**config.mk**
```make
export PLATFORM = sky130hd
export DESIGN_NAME = jts16b_sndlatch
export DESIGN_NICKNAME = d
export VERILOG_FILES = /design/src/rtl/jts16b_snd_pkg.sv /design/src/rtl/jts16b_cmd_fifo.sv /design/src/rtl/jts16b_sndlatch.sv
export SDC_FILE = /design/constraint.sdc
export NUM_CORES = 1
export LEC_CHECK = 0
export ABC_AREA = 1
export ABC_CLOCK_PERIOD_IN_PS = 1290
export CAP_MARGIN = 20
export CORE_MARGIN = 2
export CORE_UTILIZATION = 49
export DETAILED_ROUTE_END_ITERATION = 7
export PLACE_DENSITY = 0.82
export RECOVER_POWER = 25
export SKIP_CTS_REPAIR_TIMING = 1
export SYNTH_ARGS = -nofsm -noshare
export SYNTH_HDL_FRONTEND = slang
export SYNTH_SLANG_ARGS = --single-unit
```
**constraint.sdc**
```tcl
create_clock -name clk -period 1.29 [get_ports clk]
set_input_delay 0.129 -clock clk [delete_from_list [all_inputs] [get_ports clk]]
set_output_delay 0.129 -clock clk [all_outputs]
set_load 0.02 [all_outputs]
```
**src/rtl/jts16b_snd_pkg.sv**
```systemverilog
// jts16b_snd_pkg: shared widths, constants and strobe edge classification for the sound latch.
package jts16b_snd_pkg;

    localparam int          CMD_W          = 8;
    localparam int          SNDLATCH_DEPTH = 4;
    localparam logic [7:0]  EMPTY_BYTE     = 8'hFF;

    typedef enum logic [1:0] {EV_NONE, EV_RISE, EV_FALL} ev_e;

    // An unarmed strobe never reports an edge (it was already high when reset released).
    function automatic ev_e edge_ev(input logic q, input logic p, input logic arm);
        return !arm ? EV_NONE : (q && !p) ? EV_RISE : (!q && p) ? EV_FALL : EV_NONE;
    endfunction

endpackage

```
**src/rtl/jts16b_cmd_fifo.sv**
```systemverilog
// jts16b_cmd_fifo: DEPTH-entry command FIFO with head output; a pop frees room for a same-cycle push.
module jts16b_cmd_fifo
    import jts16b_snd_pkg::*;
#(
    parameter int DEPTH = SNDLATCH_DEPTH,
    parameter int AW    = 2
)(
    input  logic             rst_n,
    input  logic             clk,
    input  logic             push,
    input  logic             pop,
    input  logic [CMD_W-1:0] din,
    output logic [CMD_W-1:0] head,
    output logic             full,
    output logic             empty
);
    logic [CMD_W-1:0] mem [DEPTH];
    logic [AW-1:0]    wr_ptr, rd_ptr;
    logic [AW:0]      count;
    logic             do_push, do_pop;

    assign full    = count == (AW+1)'(DEPTH);
    assign empty   = count == '0;
    assign do_pop  = pop & ~empty;
    assign do_push = push & (~full | pop);
    assign head    = mem[rd_ptr];

    always_ff @(posedge clk or negedge rst_n)
        if (!rst_n) begin
            wr_ptr <= '0;
            rd_ptr <= '0;
            count  <= '0;
        end else begin
            if (do_push) wr_ptr <= wr_ptr + 1'b1;
            if (do_pop)  rd_ptr <= rd_ptr + 1'b1;
            count <= count + (AW+1)'(do_push) - (AW+1)'(do_pop);
        end

    always_ff @(posedge clk)
        if (do_push) mem[wr_ptr] <= din;

endmodule

```
**src/rtl/jts16b_sndlatch.sv**
```systemverilog
// jts16b_sndlatch: 68000->Z80 sound command mailbox plus Z80->68000 reply register.
// Define JTS16B_SNDLATCH_FIFO_EN for a DEPTH-entry command FIFO instead of the single PCB latch.
module jts16b_sndlatch
    import jts16b_snd_pkg::*;
#(
    parameter int DEPTH = SNDLATCH_DEPTH,
    parameter int AW    = 2
)(
    input  logic             rst_n,
    input  logic             clk,
    input  logic             main_wr,
    input  logic [CMD_W-1:0] main_din,
    input  logic             main_rd,
    output logic [CMD_W-1:0] main_dout,
    output logic             main_rply,
    output logic             main_ovf,
    input  logic             snd_rd,
    input  logic             snd_wr,
    input  logic [CMD_W-1:0] snd_din,
    output logic [CMD_W-1:0] snd_dout,
    output logic             snd_obf
);
    if (DEPTH < 2 || DEPTH != (1 << AW)) begin : g_cfg_err
        $error("jts16b_sndlatch: DEPTH must equal 2**AW and be at least 2");
    end

    logic [3:0]       q, p, arm;
    logic             live, push, pop, rwr, rclr, lost, nxt_obf;
    logic [CMD_W-1:0] nxt_dout;

    // arm only sets once a low level is seen after reset, so a strobe held through reset is ignored
    always_ff @(posedge clk or negedge rst_n)
        if (!rst_n) begin
            q    <= '0;
            p    <= '0;
            arm  <= '0;
            live <= 1'b0;
        end else begin
            q    <= {main_wr, main_rd, snd_rd, snd_wr};
            p    <= q;
            arm  <= arm | ({4{live}} & ~q);
            live <= 1'b1;
        end

    assign push = edge_ev(q[3], p[3], arm[3]) == EV_RISE;
    assign rclr = edge_ev(q[2], p[2], arm[2]) == EV_FALL;
    assign pop  = edge_ev(q[1], p[1], arm[1]) == EV_FALL;
    assign rwr  = edge_ev(q[0], p[0], arm[0]) == EV_RISE;

`ifdef JTS16B_SNDLATCH_FIFO_EN
    logic [CMD_W-1:0] head;
    logic             full, empty;

    jts16b_cmd_fifo #(.DEPTH(DEPTH), .AW(AW)) u_fifo (
        .rst_n (rst_n),
        .clk   (clk),
        .push  (push),
        .pop   (pop),
        .din   (main_din),
        .head  (head),
        .full  (full),
        .empty (empty)
    );

    assign lost     = push & full & ~pop;
    assign nxt_obf  = ~empty;
    assign nxt_dout = empty ? EMPTY_BYTE : head;
`else
    logic [CMD_W-1:0] latch;
    logic             lfull;

    always_ff @(posedge clk or negedge rst_n)
        if (!rst_n) begin
            latch <= EMPTY_BYTE;
            lfull <= 1'b0;
        end else begin
            if (push)       latch <= main_din;
            if (push | pop) lfull <= push;
        end

    assign lost     = push & lfull & ~pop;
    assign nxt_obf  = lfull;
    assign nxt_dout = latch;
`endif

    always_ff @(posedge clk or negedge rst_n)
        if (!rst_n) begin
            snd_obf   <= 1'b0;
            snd_dout  <= EMPTY_BYTE;
            main_dout <= '0;
            main_rply <= 1'b0;
            main_ovf  <= 1'b0;
        end else begin
            snd_obf  <= nxt_obf;
            snd_dout <= nxt_dout;
            if (lost) main_ovf <= 1'b1;
            if (rwr) begin
                main_dout <= snd_din;
                main_rply <= 1'b1;
            end else if (rclr) begin
                main_rply <= 1'b0;
            end
        end

endmodule

```
* After elaboration in Yosys (flattened, before gate mapping)
Index checks and enable logic that the tools add are counted.
** Operators by class
- Reduce and logical (&&, ||, !) cells :: 17
- Multiplexer cells :: 14
- Equal/unequal tests :: 4
- Bitwise logic cells :: 7
** Operators by type and width (number)
- 2-bit 2-to-1 mux :: 12
- 1-bit logical AND :: 8
- 1-bit zero test :: 8
- 4-bit bitwise AND :: 1
- 2-bit by 1-bit equality test with 1-bit output (second input constant) :: 2
- 2-bit equality test (second input constant) :: 2
- 4-bit NOT :: 1
- 4-bit OR :: 1
- 1-bit bitwise AND :: 2
- 1-bit 2-to-1 mux :: 2
- 2-bit nonzero test :: 1
- 1-bit NOT :: 1
- 1-bit OR :: 1
** Storage, ports and cells
- Input port bits :: 22
- Word-level logic and storage cells :: 53
- Register bits :: 41

* Logic depth before layout (Yosys ltp)
- Depth after elaboration :: 8
- Depth in mapped cells :: 5
- Gate-level depth less buffers :: 5

* Worst setup path before layout
No wires, ideal clock.
- Path kind :: register to register
- From :: reg p[0]
- To :: reg main_dout[6]
- Stages on the path, launching flop included :: 6
- Buffers on the path :: 1
- Arrival time :: 771 ps
- Period minus slack after synthesis :: 888 ps
- Path slack :: 402 ps
- Data required time :: 1173 ps
- Cell sequence :: dfrtp_1 inv_1 nand3_4 buf_6 nand2_2 o21ai_2
** On the way
- Cells in the longest elaborated chain, start to end :: 5
- Elaborated cells on any way between the ends :: 7
- Those cells by class :: eq/ne: 1; mux: 3; reduce/logical: 3
** Ends and longest elaborated chain
- from (decl) :: RTL line jts16b_sndlatch.sv:27 : logic [3:0] q, p, arm;
- from (signal assigned) :: RTL line jts16b_sndlatch.sv:40 : p <= q;
- 1-bit logical AND / 1-bit zero test (equally long branches) :: RTL line jts16b_snd_pkg.sv:12 : return !arm ? EV_NONE : (q && !p) ? EV_RISE : (!q && p) ? EV_FALL : EV_NONE;
- 2-bit 2-to-1 mux / 1-bit logical AND (equally long branches) :: RTL line jts16b_snd_pkg.sv:12
- 2-bit 2-to-1 mux (*) (2 in series) :: RTL line jts16b_snd_pkg.sv:12
- 2-bit by 1-bit equality test with 1-bit output (*) :: RTL line jts16b_sndlatch.sv:48 : assign rwr = edge_ev(q[0], p[0], arm[0]) == EV_RISE;
- to (signal assigned) :: RTL line jts16b_sndlatch.sv:98 : main_dout <= snd_din;
- to (decl) :: RTL line jts16b_sndlatch.sv:14 : output logic [CMD_W-1:0] main_dout,
Every way passes the cells marked *; elsewhere a longest branch is shown, timed or not.
A chain may end at the register's enable or synchronous reset.

* Worst setup path in the final report
- From :: reg snd_dout[7]
- To :: out snd_dout[7]
** RTL lines
- from (decl) :: RTL line jts16b_sndlatch.sv:20 : output logic [CMD_W-1:0] snd_dout,
- from (signal assigned) :: RTL line jts16b_sndlatch.sv:95 : snd_dout <= nxt_dout;
No word-level cell between the ends.

==> flow_metrics.py <==
metrics = {
    "logic_synthesis": {
        "syn_nets": 133,
        "netlist-cell-type-count": 14,
        "avgSynthCellArea_um2": 12.75,
        "ys_ff_latch": 41,
        "ys_warn_count": 0,
        "yosysSeqAreaShare": 0.7392,
        "synthCells": 111,
        "syn_area_um2": 1415,
    },
    "flow_run": {
        "cap_violations": 0,
    },
    "routing": {
        "viasPerCell": 4.712,
        "vias": 900,
        "routed_wl_mm": 2.504,
        "postRouteAntennaNets": 0,
        "wl_per_cell_um": 13.11,
        "firstDrtPassIters": 4,
        "drc_errors": 0,
        "initialDrtViolationCount": 26,
    },
    "cells_and_area": {
        "utilization": 0.7219,
        "diodes": 0,
        "drive_above_1_share": 0.2313,
        "layout_commonest_cell": "nand2_1",
        "final_nets": 181,
        "mostFrequentLayoutCells": "nand2_1 (36), dfrtp_1 (25), dlymetal6s2s_1 (19)",
        "area_growth_pct": 40.67,
    },
    "floorplan": {
        "rows": 19,
        "coreArea_um2": 2758,
        "start_util": 0.5132,
        "dieWidth_um": 57.74,
        "dieHeight_um": 57.74,
        "io_pins": 41,
        "die-area_um2": 3334,
    },
    "setup_path": {
        "cpPeakStageDelay_ps": 530,
        "r2r_start": "p[0]$_DFF_PN0_",
        "cp_slowest_cell": "dfstp_2",
        "critical-path-top-delay-family": "flip-flops",
        "rr_worst_depth": 4,
        "cp_data_required_time_ps": 1160,
        "critPathLaunchType": "register",
        "worstPathMaxFanout": 1,
        "r2r-end": "main_dout[2]$_DFFE_PN0P_",
        "crit_path_end_kind": "output pin",
        "cp_cell_sequence": "dlymetal6s2s_1",
        "crit_type": "register to output pin",
        "cp_num_buf_inv": 1,
        "reg2reg_slack_ps": 310,
        "worstPathArrival_ps": 1110,
        "critPathLaunch": "snd_dout[7]$_DFF_PN1_",
    },
    "placed_design": {
        "post-place-ws_ps": 45.76,
        "gp_congestion": 0.6820,
        "place_hpwl_mm": 1.735,
        "io_buffers": 40,
    },
    "clock_tree": {
        "cts-buffers-inserted": 5,
        "htree_levels": 2,
        "clock-sinks": 41,
        "clk_latency_ps": 340,
        "clk_path_buf_depth": 2,
        "cts_tree": "yes",
        "root_buffer": "clkbuf_4",
        "clkSlewWorstSetupHoldPaths_ps": 110,
    },
    "global_route": {
        "antenna_found_initial": 0,
        "grt_pass1_vias": 885,
        "grt_pass1_wl_mm": 4.002,
        "grt_usage": 0.1628,
        "grt_max_degree": 27,
        "overflow": 0,
    },
    "timing": {
        "whs_ps": 229.3,
        "period_needed_ps": 1237,
        "hold_viol_final": 0,
        "worst_slack_ps": 53.10,
        "max_freq_ghz": 0.8085,
        "rsz0062_at_grt": "false",
        "post-route-period-util": 0.9588,
        "setup_violations": 0,
        "fin_skew_ps": 11.47,
        "maxSlewViolCount": 0,
    },
    "power_and_ir_drop": {
        "p_leak_nw": 1.105,
        "power_density_nw_per_um2": 1406,
        "peakVddDrop_mv": 1.326,
    },
    "status": {
        "status": "completed",
    },
    "hold_path": {
        "worstHoldPathType": "input pin to async pin",
    },
}
-- cells in the mapped netlist --
master	n	share of area
nand3b_1	1	0.0053
conb_1	1	0.0026
nand2_1	36	0.095
dfrtp_1	25	0.44
nand3_1	2	0.0071
buf_6	1	0.0080
nand3_4	1	0.012
o21bai_1	4	0.021
dfstp_2	16	0.30
nand2_2	2	0.0088
inv_1	12	0.032
inv_4	1	0.0044
o21ai_2	8	0.050
nor2_8	1	0.014
-- report_power, final --
group	switching, mW	leakage [nW]	total [mW]	internal (mW)
clock network	0.382	0.0399	0.786	0.404
registers	0.0657	0.449	1.54	1.47
logic	0.248	0.617	0.475	0.227
-- logic make-up (layout without fill, tap and decap cells) --
| kind of cell | Yosys count | after routing | synth area share |
|---|---|---|---|
| compound gates | 12 | 12 | 0.07074 |
| buf+inv | 14 | 63 | 0.04421 |
| flops | 41 | 41 | 0.7392 |
| other cells | 1 | 1 | 0.002650 |
| simple gates | 43 | 43 | 0.1432 |
-- stage by stage --
stage               total power, mW  instances  cell area (µm²)  setup TNS [ps]
CTS                           2.847        190             1933           -4267
floorplan                     1.776        111             1415               0
finish                        2.799        191             1991               0
global route                  2.916        191             1991               0
global placement              2.038        182             1858               0
detailed placement            2.062        182             1858               0
-- sequential cells by signal, indices dropped and copies added (netlist names), 4 cells and up --
| register | flops |
|---|---|
| latch | 8 |
| main_dout | 8 |
| snd_dout | 8 |
| arm | 4 |
| p | 4 |
| q | 4 |
-- per-layer routing --
| layer | up-vias | routed length (µm) | share of wire | global-route usage |
|---|---|---|---|---|
| met4 | 0 | 14 | 0.0056 | 0.04983 |
| met5 | - | 0 | 0 | 0 |
| met1 | 424 | 1002 | 0.40 | 0.2156 |
| li1 | 436 | - | - | - |
| met2 | 38 | 1251 | 0.50 | 0.2516 |
| met3 | 2 | 236 | 0.094 | 0.06250 |
-- cell type report --
| cell class | instances | area [µm²] |
|---|---|---|
| clock inverters | 2 | 33.78 |
| repair buffers | 42 | 473.0 |
| inverters | 13 | 51.30 |
| well taps | 31 | 38.79 |
| multi-input cells | 56 | 306.5 |
| flip-flops and latches | 41 | 1046 |
| fillers | 195 | 767.0 |
| clock buffers | 6 | 41.29 |
-- how the worst max path moves through the flow --
stage / cells past startpoint / endpoint / slack (ps)
after detailed placement: 1 / snd_dout[2] / 50
after floorplan: 5 / main_dout[6]$_DFFE_PN0P_ / 400
after global placement: 1 / snd_dout[7] / 70
after global routing: 1 / snd_dout[3] / 20
final: 1 / snd_dout[7] / 50
after CTS: 1 / snd_dout[2] / -340
No activity file was read; power rests on OpenSTA's default activity.
